<file path="src/rtl/core_control_unit_pkg.sv">
// Shared encodings for the RV32I multi-cycle control path: FSM states,
// decode_unit control-field values and trap causes.
package core_control_unit_pkg;

  typedef enum logic [2:0] {
    ST_IDLE   = 3'd0,
    ST_FETCH  = 3'd1,
    ST_DECODE = 3'd2,
    ST_EXEC   = 3'd3,
    ST_MEM    = 3'd4,
    ST_WB     = 3'd5,
    ST_TRAP   = 3'd6
  } state_t;

  localparam logic [1:0] WB_NONE = 2'd0;
  localparam logic [1:0] WB_RES  = 2'd1;
  localparam logic [1:0] WB_ADDR = 2'd2;

  localparam logic [1:0] JMP_NONE   = 2'd0;
  localparam logic [1:0] JMP_UNCOND = 2'd1;
  localparam logic [1:0] JMP_COND   = 2'd2;

  localparam logic [1:0] MEM_NONE  = 2'd0;
  localparam logic [1:0] MEM_LOAD  = 2'd1;
  localparam logic [1:0] MEM_STORE = 2'd2;

  localparam logic [1:0] TRAP_NONE        = 2'd0;
  localparam logic [1:0] TRAP_ILLEGAL     = 2'd1;
  localparam logic [1:0] TRAP_MEM_TIMEOUT = 2'd2;

  function automatic logic take_jump(input logic [1:0] jmp_op, input logic br_taken);
    return (jmp_op == JMP_UNCOND) || ((jmp_op == JMP_COND) && br_taken);
  endfunction

endpackage

</file>
<file path="src/rtl/core_control_unit_mem_wait_timer.sv">
// Counts stalled memory-request cycles and flags when the wait limit is reached.
// A MEM_TIMEOUT of 0 never expires.
module mem_wait_timer #(
  parameter int MEM_TIMEOUT = 16
) (
  input  logic clk,
  input  logic rst_n,
  input  logic clear,
  input  logic enable,
  output logic expired
);

  localparam int CNT_W = (MEM_TIMEOUT > 0) ? $clog2(MEM_TIMEOUT + 1) : 1;
  localparam logic [CNT_W-1:0] LIMIT = CNT_W'(MEM_TIMEOUT);

  logic [CNT_W-1:0] cnt;

  // Saturates at LIMIT so a held count cannot wrap back below it.
  always_ff @(posedge clk or negedge rst_n) begin
    if (!rst_n) begin
      cnt <= '0;
    end else if (clear) begin
      cnt <= '0;
    end else if (enable && (cnt != LIMIT)) begin
      cnt <= cnt + CNT_W'(1);
    end
  end

  assign expired = (MEM_TIMEOUT != 0) && (cnt == LIMIT);

endmodule

</file>
<file path="src/rtl/core_control_unit.sv">
// Multi-cycle sequencer for the RV32I core: fetch/decode/exec/mem/wb control,
// shared memory-port arbitration, retire counting and sticky traps.
module core_control_unit
  import core_control_unit_pkg::*;
#(
  parameter int MEM_TIMEOUT = 16,
  parameter int RET_W       = 32
) (
  input  logic             clk,
  input  logic             rst_n,
  input  logic             run,
  input  logic             dec_fault,
  input  logic [1:0]       dec_wb_op,
  input  logic [1:0]       dec_jmp_op,
  input  logic [1:0]       dec_mem_op,
  input  logic             br_taken,
  input  logic             mem_ready,
  output logic             mem_req,
  output logic             mem_we,
  output logic             mem_addr_sel,
  output logic             ir_we,
  output logic             mdr_we,
  output logic             rf_we,
  output logic [1:0]       wb_sel,
  output logic             pc_we,
  output logic             pc_sel,
  output logic             halted,
  output logic [1:0]       trap_cause,
  output logic [RET_W-1:0] retired
);

  state_t state;
  logic   wait_clear;
  logic   wait_en;
  logic   wait_expired;

  // The counter is held at zero outside the memory states, so it is always
  // fresh on entry to FETCH or MEM.
  assign wait_clear = (state != ST_FETCH) && (state != ST_MEM);
  assign wait_en    = mem_req && !mem_ready;

  mem_wait_timer #(
    .MEM_TIMEOUT(MEM_TIMEOUT)
  ) u_wait_timer (
    .clk    (clk),
    .rst_n  (rst_n),
    .clear  (wait_clear),
    .enable (wait_en),
    .expired(wait_expired)
  );

  always_ff @(posedge clk or negedge rst_n) begin
    if (!rst_n) begin
      state        <= ST_IDLE;
      mem_req      <= 1'b0;
      mem_we       <= 1'b0;
      mem_addr_sel <= 1'b0;
      rf_we        <= 1'b0;
      pc_we        <= 1'b0;
      halted       <= 1'b0;
      trap_cause   <= TRAP_NONE;
      retired      <= '0;
    end else begin
      mem_req      <= 1'b0;
      mem_we       <= 1'b0;
      mem_addr_sel <= 1'b0;
      rf_we        <= 1'b0;
      pc_we        <= 1'b0;
      case (state)
        ST_IDLE: begin
          if (run) begin
            state   <= ST_FETCH;
            mem_req <= 1'b1;
          end
        end
        ST_FETCH: begin
          if (mem_ready) begin
            state <= ST_DECODE;
          end else if (wait_expired) begin
            state      <= ST_TRAP;
            halted     <= 1'b1;
            trap_cause <= TRAP_MEM_TIMEOUT;
          end else begin
            mem_req <= 1'b1;
          end
        end
        ST_DECODE: begin
          if (dec_fault) begin
            state      <= ST_TRAP;
            halted     <= 1'b1;
            trap_cause <= TRAP_ILLEGAL;
          end else begin
            state <= ST_EXEC;
          end
        end
        ST_EXEC: begin
          if (dec_mem_op != MEM_NONE) begin
            state        <= ST_MEM;
            mem_req      <= 1'b1;
            mem_addr_sel <= 1'b1;
            mem_we       <= (dec_mem_op == MEM_STORE);
          end else begin
            state <= ST_WB;
            rf_we <= (dec_wb_op != WB_NONE);
            pc_we <= 1'b1;
          end
        end
        ST_MEM: begin
          if (mem_ready) begin
            state <= ST_WB;
            rf_we <= (dec_wb_op != WB_NONE);
            pc_we <= 1'b1;
          end else if (wait_expired) begin
            state      <= ST_TRAP;
            halted     <= 1'b1;
            trap_cause <= TRAP_MEM_TIMEOUT;
          end else begin
            mem_req      <= 1'b1;
            mem_addr_sel <= 1'b1;
            mem_we       <= mem_we;
          end
        end
        ST_WB: begin
          retired <= retired + RET_W'(1);
          if (run) begin
            state   <= ST_FETCH;
            mem_req <= 1'b1;
          end else begin
            state <= ST_IDLE;
          end
        end
        ST_TRAP: begin
          state <= ST_TRAP;
        end
        default: begin
          state <= ST_IDLE;
        end
      endcase
    end
  end

  // Capture strobes complete in the same cycle as the memory handshake.
  assign ir_we  = (state == ST_FETCH) && mem_ready;
  assign mdr_we = (state == ST_MEM) && mem_ready && (dec_mem_op == MEM_LOAD);

  // Branch outcome is only valid during WB, so these stay combinational.
  assign wb_sel = (state == ST_WB) ? dec_wb_op : WB_NONE;
  assign pc_sel = (state == ST_WB) && take_jump(dec_jmp_op, br_taken);

endmodule

</file>
<file path="config.mk">
export PLATFORM = sky130hd
export DESIGN_NAME = core_control_unit
export DESIGN_NICKNAME = d
export VERILOG_FILES = /design/src/rtl/core_control_unit_pkg.sv /design/src/rtl/core_control_unit_mem_wait_timer.sv /design/src/rtl/core_control_unit.sv
export SDC_FILE = /design/constraint.sdc
export NUM_CORES = 1
export LEC_CHECK = 0
export CORE_ASPECT_RATIO = 1.75
export CORE_MARGIN = 2
export CORE_UTILIZATION = 30
export CTS_BUF_LIST = sky130_fd_sc_hd__clkbuf_8
export DETAILED_ROUTE_END_ITERATION = 12
export GPL_TIMING_DRIVEN = 1
export HOLD_SLACK_MARGIN = 0.06
export PLACE_DENSITY = 0.65
export SETUP_SLACK_MARGIN = 0.4
export SKIP_LAST_GASP = 1
export SYNTH_ARGS = -nofsm -noshare
export SYNTH_HDL_FRONTEND = slang
export SYNTH_SLANG_ARGS = --single-unit
</file>
<file path="constraint.sdc">
create_clock -name clk -period 3.53 [get_ports clk]
set_input_delay 0.706 -clock clk [delete_from_list [all_inputs] [get_ports clk]]
set_output_delay 0.706 -clock clk [all_outputs]
set_load 0.01 [all_outputs]
</file>
==> results.cfg, run 1 <==
[clocking]
cts_root_buf = clkbuf_8
cts.sink_count = 48
cts_setup_buffers = 0
clock_path_buffers = 2
cts_hold_buf = 0
worstSkewPairLatency_ns = 0.29
tritoncts = done
numCtsBuffers = 5
htreeDepth = 2
cts-resized-gates = 0
cts.clk_slew.worst_paths_ns = 0.09

[pwr]
vdd_drop_max_v = 0.000340
leakagePower_uw = 0.00136
cellPowerDensity_nw_per_um2 = 501

[logic_synthesis]
yosysWarnings = 0
yosysTopAreaCell = dfrtp_1
syn_avg_cell_area_um2 = 10.6
postSynthCellCount = 229
synth_edf_count = 0
yosysUniqueCellTypes = 44
ys_seq_area_frac = 0.493
ys_async_sr_fraction = 1.00
syn_area_um2 = 2430
synth_nets = 244
synth_top_area_frac = 0.493
yosys_most_used_dff = dfrtp_1
synth_seq_cells = 48
ys_top_cells_by_area = dfrtp_1 (49%), xnor2_1 (10%), nand4_1 (3.3%)

[global_routing]
overflow = 0
grt_pass1_wl_um = 8970
antenna_found_initial = 0
grt_max_degree = 37
grt_pass1_vias = 1921
grt_usage = 0.128

[outcome]
status = completed

[worst_setup_path]
critPathMaxFanout = 11
slowest_delay_ns = 0.65
path_buf_inv = 2
r2r_slack_ns = 1.27
path_depth = 3
critPathRequiredTime_ns = 2.82
critical_path.slowest_cell = clkdlybuf4s50_1
reg2reg_from = state[0]
cp-end-kind = output port
critical_path_class = in -> out
crit_path_start = mem_ready
crit_top_cell = clkdlybuf4s50_1
crit_path_start_kind = primary input
crit_arrival_ns = 2.14
worstPathCellList = clkdlybuf4s50_1 > nor3b_1 > clkdlybuf4s50_1
cp_top_family = buffers and inverters
r2r_cells = 4

[timing]
finalHoldViolCount = 0
setup-violations-final = 0
worstMarginPinSlew_ns = 0.842
finalMaxSlewViolations = 0
slew_headroom = 0.435
fmax_ghz = 0.351
fin_skew_ns = 0.00595
finalCritPeriodShare = 0.806
min_period_ns = 2.85
rsz0062_at_grt = false
tns_ns = 0

[min_path]
hold_depth = 1
hp-start = retired[31]
hold_path.class = reg -> reg

[floorplanning]
initial_core_util = 0.308
fp.dieH_um = 123
die_x_um = 72.1
pin_count = 57
rows = 43
dieArea_um2 = 8880
core-area_um2 = 7910

[finish]
antenna_cells = 0
n_fill_cell = 779
area_growth_pct = 31.7
regArea_um2 = 1200
drive_gt1_frac = 0.0664
multi_input_area_um2 = 1170
final_common_cell = clkdlybuf4s50_1
final_nets = 301
stdcell_count = 376
final_cell_mix = clkdlybuf4s50_1 (55), dfrtp_1 (48), xnor2_1 (29)

[route]
drc = 0
vias = 1939
wire_per_inst_um = 14.8
dr.pass1.iters = 4
drtAntennaViolNets = 0
wl_um = 5580
vias_per_cell = 5.16
dr.first_iter.drc_count = 70

[placed_design]
place_hpwl_um = 4200
place_congestion = 0.760
io_buffers = 56
dp_cells = 369

[run]
maxCapViolCount = 0
==> synthesized netlist by cell type, types with 4 or more instances <==
library cell / number
nand3_1: 14
nand4_1: 13
nor2_1: 15
nor4_1: 5
nor3b_1: 4
xor2_1: 7
nand2_1: 19
dfrtp_1: 48
and3_1: 5
nand3b_1: 4
nand2b_1: 4
inv_1: 5
a21oi_1: 7
xnor2_1: 29
clkbuf_1: 5
==> routing by layer <==
layer | GRT usage | routed length, um | vias to the layer above
li1 | - | - | 922
met1 | 0.135 | 2160 | 956
met2 | 0.249 | 3120 | 56
met3 | 0.0261 | 236 | 5
met4 | 0.0389 | 65 | 0
met5 | 0 | 0 | -
==> final timing paths <==
path                                        to
setup reg to reg                    retired[9]
min in group asynchronous          retired[30]
setup / recovery                         ir_we
max in group asynchronous  u_wait_timer.cnt[1]
hold / removal                     retired[31]
hold reg to reg                    retired[31]
==> report_power, final <==
part	internal (uW)	switching, uW
Combinational	221	191
Sequential	611	121
Clock	279	185
==> kinds of logic after synthesis <==
kind of cell	Yosys count	synth area share
and+or+nand+nor	106	0.273
DFF	48	0.493
xor gates and xnor gates	36	0.129
AOI/OAI and AO/OA	19	0.0493
buffers and inverters	14	0.0272
muxes	3	0.0123
adders and majority gates	3	0.0154
==> flip-flops by register name (all words and copies together) (netlist names) <==
register / count
mem_we: 1
state: 3
halted: 1
u_wait_timer.cnt: 5
retired: 32
mem_req: 1
mem_addr_sel: 1
trap_cause: 2
pc_we: 1
rf_we: 1
==> metrics by stage <==
step / area (um2) / power (uW) / util / hold WS [ns] / worst slack (ns)
final: 3210 / 1610 / 0.405 / 0.478 / 0.684
after global routing: 3210 / 1690 / 0.405 / 0.494 / 0.593
after CTS: 3210 / 1630 / 0.405 / 0.488 / 0.668
after detailed placement: 3080 / 1160 / 0.389 / 0.463 / 0.670
after global placement: 3080 / 1150 / 0.389 / 0.459 / 0.690
after floorplan: 2430 / 976 / - / 0.410 / 1.55
==> cell type report <==
class	count	share of cell area
sequential	48	0.375
multi-input combinational	167	0.364
timing repair buffer	59	0.180
tap	90	0.0351
clock buffer	5	0.0215
clock inverter	2	0.0187
inverter	5	0.00585
Note: power is estimated with default switching activity, not from simulation.
==> run 2, diff against run 1 <==
--- a/config.mk
+++ b/config.mk
@@ -12,7 +12,7 @@
 export DETAILED_ROUTE_END_ITERATION = 12
 export GPL_TIMING_DRIVEN = 1
 export HOLD_SLACK_MARGIN = 0.06
-export PLACE_DENSITY = 0.65
+export PLACE_DENSITY = 0.67
 export SETUP_SLACK_MARGIN = 0.4
 export SKIP_LAST_GASP = 1
 export SYNTH_ARGS = -nofsm -noshare
==> constraint.sdc (replaced) <==
create_clock -name clk -period 2.35 [get_ports clk]
set_input_delay 0.47 -clock clk [delete_from_list [all_inputs] [get_ports clk]]
set_output_delay 0.47 -clock clk [all_outputs]
set_load 0.01 [all_outputs]
==> run 2 against run 1 <==
Compared with the run above:
- sequential share of layout area down 0.89 points
- combinational power up 93%
- register-to-register slack worse by 0.71 ns
- final cell count up 3.7%
- hold slack worse by 0.35 ns
- clock skew up 0.0018 ns
- sequential power up 41%
- count of clock-buffer cells in the layout up 1
- design area up 2.7%
- clock power up 12%
- critical path type unchanged
- largest cell class unchanged
==> results.cfg, run 2 (synthesis results as in run 1) <==
[outcome]
status = completed

[run]
maxCapViolCount = 0

[floorplanning]
pin_count = 57
initial_core_util = 0.308
die_x_um = 72.1
fp.dieH_um = 123
dieArea_um2 = 8880
rows = 43
core-area_um2 = 7910

[timing]
rsz0062_at_grt = false
finalHoldViolCount = 0
worstMarginPinSlew_ns = 0.523
finalMaxSlewViolations = 0
hold_slack_ns = 0.126
finalCritPeriodShare = 0.805
fmax_ghz = 0.528
fin_skew_ns = 0.00778
slew_headroom = 0.648
tns_ns = 0
setup-violations-final = 0
min_period_ns = 1.89

[placed_design]
io_buffers = 56
place_hpwl_um = 4190
place_congestion = 0.795

[worst_setup_path]
crit_path_start_kind = primary input
critPathMaxFanout = 4
critical_path_class = in -> out
critPathRequiredTime_ns = 1.88
r2r_cells = 6
cp-end-kind = output port
crit_arrival_ns = 1.42
r2r_slack_ns = 0.56

[global_routing]
grt_pass1_vias = 1920
grtUsageMet2 = 0.249
overflow = 0
met1_usage = 0.141
grt_most_used_layer = met2
antenna_found_initial = 0
grt_max_degree = 24
gr-usage-met3 = 0.0244
grt_pass1_wl_um = 9200
grt_usage = 0.131

[clocking]
worstSkewPairLatency_ns = 0.30
cts.clk_slew.worst_paths_ns = 0.09
htreeDepth = 2
tritoncts = done
clock_path_buffers = 2
cts.sink_count = 48
cts_root_buf = clkbuf_8
cts_hold_buf = 0
numCtsBuffers = 5

[route]
dr.first_iter.drc_count = 69
vias = 1960
drc = 0
wire_per_inst_um = 13.9
dr.pass1.iters = 4
drtAntennaViolNets = 0
vias_per_cell = 5.03
wl_um = 5440

[finish]
final_common_cell = clkdlybuf4s50_1
final_cell_mix = clkdlybuf4s50_1 (50), dfrtp_1 (46), xnor2_1 (29)
n_fill_cell = 774
final_nets = 314
largest_reg_flops = 32
top_regs = retired (32), u_wait_timer.cnt (5), state (3)
antenna_cells = 0
drive_gt1_frac = 0.137
largest_register = retired
area_growth_pct = 35.2

[pwr]
vdd_drop_max_v = 0.000396
leakagePower_uw = 0.00144
cellPowerDensity_nw_per_um2 = 712

[min_path]
hold_path.class = in -> async
run 2: metal layers:
metal	part of all wire	vias to the layer above
met5	0	-
met2	0.57	56
met4	0.0081	0
met1	0.39	952
li1	-	948
met3	0.036	4
run 2: final timing paths:
kind                                     startpoint             endpoint
worst min register to register               halted               halted
max in group asynchronous                     rst_n             state[0]
worst max register to register  u_wait_timer.cnt[0]  u_wait_timer.cnt[1]
worst min-delay path                          rst_n          retired[21]
min in group clk                             halted               halted
worst max-delay path                      mem_ready                ir_we
run 2: power breakdown:
part	switching, uW	internal [uW]	leakage, uW
registers	107	923	0.000646
clock network	281	239	0.0000434
logic	382	413	0.000753
total	770	1570	0.00144
run 2: timing repair:
| action | in CTS | in global routing |
|---|---|---|
| resized for setup | 9 | 10 |
| pin swaps | 0 | 2 |
| gates cloned | 0 | 0 |
| endpoints found under the setup margin | 11 | 13 |
| buffers inserted | 6 | 0 |
run 2: final cells by class:
type | count | area (um2) | share of cell area
sequential | 48 | 1200 | 0.366
multi-input combinational | 167 | 1190 | 0.361
timing repair buffer | 72 | 672 | 0.204
tap | 90 | 113 | 0.0342
clock buffer | 6 | 82.6 | 0.0251
inverter | 5 | 18.8 | 0.00570
clock inverter | 2 | 15.0 | 0.00456
run 2: through the flow:
stage	util	total power (uW)	setup WS (ns)	instance area, um2	cells
6_report	0.416	2340	0.458	3290	390
5_1_grt	0.416	2510	0.406	3290	390
4_1_cts	0.415	2380	0.152	3280	390
3_5_place_dp	0.396	1780	0.139	3130	376
3_3_place_gp	0.396	1760	0.150	3130	376
2_1_floorplan	-	1470	0.719	2430	229
run 2: critical path, cell delays in order:
cell and delay, ns:
clkdlybuf4s50_1 0.53, nor3b_2 0.17, clkdlybuf4s15_1 0.25
==> run 3, diff against run 2 <==
--- a/config.mk
+++ b/config.mk
@@ -12,7 +12,7 @@
 export DETAILED_ROUTE_END_ITERATION = 12
 export GPL_TIMING_DRIVEN = 1
 export HOLD_SLACK_MARGIN = 0.06
-export PLACE_DENSITY = 0.67
+export PLACE_DENSITY = 0.65
 export SETUP_SLACK_MARGIN = 0.4
 export SKIP_LAST_GASP = 1
 export SYNTH_ARGS = -nofsm -noshare
==> constraint.sdc (replaced) <==
create_clock -name clk -period 1.8 [get_ports clk]
set_input_delay 0.36 -clock clk [delete_from_list [all_inputs] [get_ports clk]]
set_output_delay 0.36 -clock clk [all_outputs]
set_load 0.01 [all_outputs]
==> run 3 against run 2 <==
Compared with the run above:
- largest power group is now combinational cells
- the run now ends with negative setup slack left
- clock power is 51% higher
- power is 72% higher
- setup slack worse by 0.51 ns
- critical path type is now reg -> reg
- highest routed layer unchanged
- core utilization is 12 points higher
- count of clock-buffer cells in the layout is 1 lower
==> results.cfg, run 3 (synthesis results as in run 1) <==
[outcome]
status = complete, but fails checks
violations = negative setup slack

[route]
dr.pass1.iters = 6
drtAntennaViolNets = 0
wl_um = 7090
drc = 0
vias = 2328
wire_per_inst_um = 15.2
dr.first_iter.drc_count = 134
vias_per_cell = 5.00

[finish]
multi_input_area_um2 = 1490
largest_reg_flops = 32
top_regs = retired (32), u_wait_timer.cnt (5), state (3)
largest_register = retired
area_growth_pct = 74.6
regArea_um2 = 1210
postLayoutCellArea_um2 = 4250
antenna_cells = 0
n_fill_cell = 694
final_cell_mix = buf_4 (70), dfrtp_1 (38), xnor2_1 (28)
final_nets = 390
final_common_cell = buf_4
drive_gt1_frac = 0.455
stdcell_count = 466

[worst_setup_path]
critPathRequiredTime_ns = 2.01
critPathMaxFanout = 12
crit_arrival_ns = 2.07
slowest_delay_ns = 0.40
cp-end-kind = register
critical_path_class = reg -> reg
critical_path.slowest_cell = dfrtp_1
crit_top_cell = buf_6
crit_path_start_kind = register
worstPathCellList = buf_6 > buf_6 > buf_6 > nand4b_4 > buf_12 > nor3_2 > buf_6 > nand4b_1 > xnor2_1

[placed_design]
place_ws_ns = -0.191
placed_area_um2 = 3330
place_congestion = 0.841
io_buffers = 56
dp_cells = 388
place_hpwl_um = 4380

[global_routing]
grt_max_degree = 34
overflow = 0
antenna_found_initial = 0
grt_pass1_wl_um = 11200
grt_usage = 0.159
grt_pass1_vias = 2345

[floorplanning]
pin_count = 57
dieArea_um2 = 8880
die_x_um = 72.1
rows = 43
fp.dieH_um = 123
initial_core_util = 0.308
core-area_um2 = 7910

[timing]
finalMaxSlewViolations = 0
min_period_ns = 1.86
worstMarginPinSlew_ns = 0.462
setup_ws_ns = -0.0571
setup-violations-final = 2
fin_skew_ns = 0.0119
slew_headroom = 0.689
finalCritPeriodShare = 1.03
rsz0062_at_grt = true
hold_slack_ns = 0.458
finalHoldViolCount = 0
fmax_ghz = 0.538

[clocking]
tritoncts = done
worstSkewPairLatency_ns = 0.30
cts_root_buf = clkbuf_8
numCtsBuffers = 5
cts.sink_count = 48
htreeDepth = 2
clock_path_buffers = 2
cts.clk_slew.worst_paths_ns = 0.10

[pwr]
power_uw = 4030
leakagePower_uw = 0.00216
vdd_drop_max_v = 0.000674
cellPowerDensity_nw_per_um2 = 949

[run]
maxCapViolCount = 0

[min_path]
hold_path.class = reg -> reg
==> run 3: what timing repair did <==
action                                 CTS  global route
endpoints found under the hold margin   15             0
gates resized for setup                111            50
hold buffers                             1             0
cloned                                   0             1
setup buffers                           52            16
setup endpoints to repair               84            66
pin swaps                               32            24
==> run 3: path summary, 6_finish.rpt <==
check | start | end | slack, ns | cells past startpoint
setup / recovery | state[1] | retired[25] | -0.06 | 9
hold / removal | retired[31] | retired[31] | 0.46 | 1
setup reg to reg | state[1] | retired[25] | -0.06 | 9
hold reg to reg | retired[31] | retired[31] | 0.46 | 1
max in group asynchronous | rst_n | retired[19] | 0.76 | 3
min in group asynchronous | rst_n | retired[10] | 0.50 | 2
==> run 3: worst max-delay path, delay by kind of cell (launching register included) <==
family / cells / cell delay, ns
buffers and inverters: 5 / 0.67
AND/OR/NAND/NOR: 3 / 0.46
flip-flops: 1 / 0.40
XOR/XNOR: 1 / 0.24
==> run 3: layout make-up <==
cell class,instances,share of cell area
clock buffer,5,0.0162
sequential,48,0.286
multi-input combinational,167,0.351
clock inverter,3,0.00913
inverter,5,0.00442
timing repair buffer,148,0.307
tap,90,0.0265
==> run 3: through the flow <==
stage / TNS (ns) / utilization
finish: -0.0593 / 0.537
global route: -1.19 / 0.537
global placement: -0.750 / 0.421
CTS: -0.152 / 0.504
floorplan: 0 / -
detailed placement: -0.858 / 0.421
==> run 3: where the power goes <==
group          switching (uW)  internal, uW
registers                92.4          1210
clock network             377           408
logic                     873          1070
==> run 3: metal layers <==
metal,vias up,wire length [um],GRT usage
met5,-,0,0
met3,13,304,0.0244
met1,1147,2720,0.180
li1,1100,-,-
met4,0,153,0.0519
met2,68,3910,0.296
==> edit 1, RTL diff (settings of run 2) <==
`MEM_TIMEOUT` is set to 16 in 2 places; all go to 32.
--- a/src/rtl/core_control_unit_mem_wait_timer.sv
+++ b/src/rtl/core_control_unit_mem_wait_timer.sv
@@ -3,3 +3,3 @@
 module mem_wait_timer #(
-  parameter int MEM_TIMEOUT = 16
+  parameter int MEM_TIMEOUT = 32
 ) (
--- a/src/rtl/core_control_unit.sv
+++ b/src/rtl/core_control_unit.sv
@@ -5,3 +5,3 @@
 #(
-  parameter int MEM_TIMEOUT = 16,
+  parameter int MEM_TIMEOUT = 32,
   parameter int RET_W       = 32
Check against the original RTL: no difference found for any inputs over 10 cycles, from zero or initial values and one cycle with rst_n low; that may be too few to reach the edited logic, so the function may still have changed.
==> edit 1 against run 2 <==
- power up 0.80%
- count of clock-buffer cells in the layout unchanged
- sequential cell count up 1
- sequential share of layout area up 0.37 points
- area after synthesis up 2.4%
- first-iteration DRC count down 4.3%
- die area up 2.3%
- cell area up 1.1%
- via count up 3.4%
- worst setup slack worse by 19 ps
- fmax down 1.0%
- sequential power about the same
- register-to-register slack worse by 110 ps
- wire length up 5.7%
- critical endpoint unchanged
- largest cell class unchanged
- highest routed layer unchanged
==> edit 1: results (changes against run 2) <==
status complete, no violations (unchanged); syn nets 249 (was 244); Tot GR Track Use 13.4% (was 13.1%); Worst path max stage delay 400 ps (was 530 ps); met2 routed WL 3.14 mm (was 3.10 mm); clock slew at reported path FFs 90 ps (about the same); pin count of the biggest net entering global routing 50 (was 24); clk_skew 9.40 ps (was 7.78 ps); first-pass GRT wire length 9.85 mm (was 9.20 mm); xor and xnor area share after synthesis 12.7% (was 12.9%); compound-cell area share of the yosys netlist 7.78% (was 4.93%); Yosys cell types 47 (was 44); GRT met1 Usage 15.8% (was 14.1%); FF-to-FF setup slack 450 ps (was 560 ps); FILL cells 811 (was 774); Reg area 1230 sq um (was 1200 sq um); gpl congestion 0.825 (was 0.795); Critical path origin state[1]$_DFFE_PN0P_ (was mem_ready); placed cell area 3190 sq um (was 3130 sq um); FMAX 523 MHz (was 528 MHz); average wire per cell in the routed design 14.5 microns (was 13.9 microns); Static Leak 1.44 nW (about the same); R2R depth 6 (unchanged); proportion of layout cells with a drive suffix above 1 13.2% (was 13.7%); post-DP HPWL 4.38 mm (was 4.19 mm); GR Util met2 23.8% (was 24.9%); drt total wl 5.75 mm (was 5.44 mm); synth cell count leaders 49 x dfrtp_1, 32 x xnor2_1, 21 x nand2_1 (was 48 x dfrtp_1, 29 x xnor2_1, 19 x nand2_1); Rel. slew slack 58.1% (was 64.8%); DR iter-0 viols 66 (was 69); post-synthesis mux area share 0.803% (was 1.23%); crit path max fanout 12 (was 4); largest cells by area after synthesis dfrtp_1 49%, xnor2_1 11%, nand4_1 3.3%, nand2_1 3.2%, nand3_1 2.8% (was dfrtp_1 49%, xnor2_1 10%, nand4_1 3.3%, nand2_1 2.9%, nand3_1 2.9%); M1 WL 2.32 mm (was 2.10 mm); metal3 WL 202 microns (was 194 microns); Avg Inst Size Synth 10.7 sq um (was 10.6 sq um); vias in the first global route 2053 (was 1920); post-synthesis sequential area ratio 49.2% (was 49.3%)
-- edit 1: changes by cell type after synthesis, moves of 3 or more --
cell,change
xor2_1,-3
inv_1,+4
a211oi_1,+3
nor3b_1,-3
nor4_1,-4
xnor2_1,+3
and4_1,+4
-- edit 1: cell type report --
class	instances	area share (%)
clock inverters	2	0.414
multi-input cells	169	36.5
repair buffers	69	19.2
inverters	9	1.02
flip-flops and latches	49	36.9
well taps	92	3.46
clock buffers	6	2.48
-- edit 1: worst min path at each step --
stage / from / endpoint / slack [ps]
2_1_floorplan: rst_n / halted$_DFFE_PN0P_ / 170
5_1_grt: rst_n / retired[26]$_DFFE_PN0N_ / 330
4_1_cts: rst_n / retired[26]$_DFFE_PN0N_ / 290
6_report: rst_n / retired[24]$_DFFE_PN0N_ / 260
3_3_place_gp: retired[31]$_DFFE_PN0N_ / retired[31]$_DFFE_PN0N_ / 460
3_5_place_dp: retired[31]$_DFFE_PN0N_ / retired[31]$_DFFE_PN0N_ / 470
-- edit 1: worst register-to-register path: stages, from the launching register on --
cell and delay, ps:
dfrtp_1 400, buf_4 150, buf_4 130, nand4b_4 230, nor3_1 550, nand4_1 180, xnor2_1 150
-- edit 1: power by group --
group          switching, mW  internal (mW)
combinational          0.416          0.397
clock                  0.285          0.239
sequential            0.0917          0.934
-- edit 1: cells by family (layout without fill, tap and decap cells) --
| family | count (synthesis) | in the layout |
|---|---|---|
| AOI/OAI and AO/OA | 27 | 27 |
| xor gates and xnor gates | 36 | 36 |
| adders and majority gates | 3 | 3 |
| buffers and inverters | 16 | 86 |
| DFF | 49 | 49 |
| muxes | 2 | 2 |
| and+or+nand+nor | 101 | 101 |
-- edit 1: timing repair --
action / 4_1_cts / 5_1_grt
gates resized for setup: 12 / 7
endpoints found under the setup margin: 5 / 15
buffers inserted: 5 / 0
==> edit 2, RTL diff (config.mk and constraints of run 2) <==
Made on the original files. Put one more register stage on the output `retired`, with the module's reset. The value now appears one clock later. The other outputs are not delayed to match.
--- a/src/rtl/core_control_unit.sv
+++ b/src/rtl/core_control_unit.sv
@@ -31,2 +31,4 @@
 
+  logic [RET_W-1:0] retired_s0;
+
   state_t state;
@@ -61,3 +63,3 @@
       trap_cause   <= TRAP_NONE;
-      retired      <= '0;
+      retired_s0   <= '0;
     end else begin
@@ -123,3 +125,3 @@
         ST_WB: begin
-          retired <= retired + RET_W'(1);
+          retired_s0 <= retired_s0 + RET_W'(1);
           if (run) begin
@@ -149,2 +151,10 @@
 
+  always_ff @(posedge clk or negedge rst_n) begin
+    if (!rst_n) begin
+      retired <= '0;
+    end else begin
+      retired <= retired_s0;
+    end
+  end
+
 endmodule
Check against the original RTL: not equivalent (a bounded check fails within 10 cycles, from zero or initial values and one cycle with rst_n low).
==> edit 2 against run 2 <==
- cell area is 28% higher
- worst setup slack better by 7.1 ps
- wire length is 17% higher
- fmax is 0.38% higher
- power is 51% higher
- area after synthesis is 32% higher
- die area is 31% higher
- sequential cell count is 32 higher
==> edit 2: results (changes against run 2) <==
FMAX 530 MHz (was 528 MHz); via/cell ratio 4.74 (was 5.03); status complete, no violations (unchanged); H-tree Lvls 3 (was 2); Tot GR Track Use 12.5% (was 13.1%); FILL cells 1011 (was 774); clk_skew 9.10 ps (was 7.78 ps); Post-Place Setup Slack 91.9 ps (was 139 ps); combinational share of power 27.3% (was 33.9%); vias in the first global route 2274 (was 1920); biggest regs retired x32, retired_s0 x32, u_wait_timer.cnt x5 (was retired x32, u_wait_timer.cnt x5, state x3); drt total wl 6.34 mm (was 5.44 mm); syn nets 278 (was 244); post-synthesis sequential area ratio 62.2% (was 49.3%); crit path max fanout 2 (was 4); Num CTS Buffers 9 (was 5); worst vdd rail ir drop 0.000611 V (was 0.000396 V); largest cells by area after synthesis dfrtp_1 62%, xnor2_1 5.4%, xor2_1 4.4%, nand2_1 2.8%, nand3_1 2.6% (was dfrtp_1 49%, xnor2_1 10%, nand4_1 3.3%, nand2_1 2.9%, nand3_1 2.9%); Final nets 354 (was 314); Clock Latency Late Sink 350 ps (was 300 ps); Setup crit end mdr_we (was ir_we); placed insts 450 (was 376); average wire per cell in the routed design 13.5 microns (was 13.9 microns); power density over the cells 839 nW/um^2 (was 712 nW/um^2); Syn Inst Count 263 (was 229); pin count of the biggest net entering global routing 60 (was 24); DR iter-0 viols 95 (was 69)
edit 2: area by class of cell:
| class | instances | share of cell area [%] |
|---|---|---|
| Clock inverter | 4 | 1.16 |
| Multi-Input combinational cell | 171 | 28.2 |
| Sequential cell | 80 | 47.5 |
| Inverter | 6 | 0.534 |
| Timing Repair Buffer | 71 | 15.8 |
| Tap cell | 130 | 3.86 |
| Clock buffer | 9 | 2.94 |
edit 2: cell families after synthesis:
kind of cell	synth area share (%)
AOI/OAI and AO/OA	4.47
xor gates and xnor gates	9.80
adders and majority gates	1.17
buffers and inverters	1.75
DFF	62.2
muxes	0.622
and+or+nand+nor	20.0
edit 2: layer usage:
layer	GRT usage [%]	share of wire [%]
met5	0	0
met4	5.61	1.4
met3	3.71	4.2
met2	21.6	57
met1	13.5	38
edit 2: timing repair:
action | CTS | global route
resized for setup | 21 | 6
endpoints found under the setup margin | 5 | 7
endpoints found under the hold margin | 21 | 0
buffers inserted | 6 | 1
pin swaps | 2 | 2
hold buffers | 1 | 0
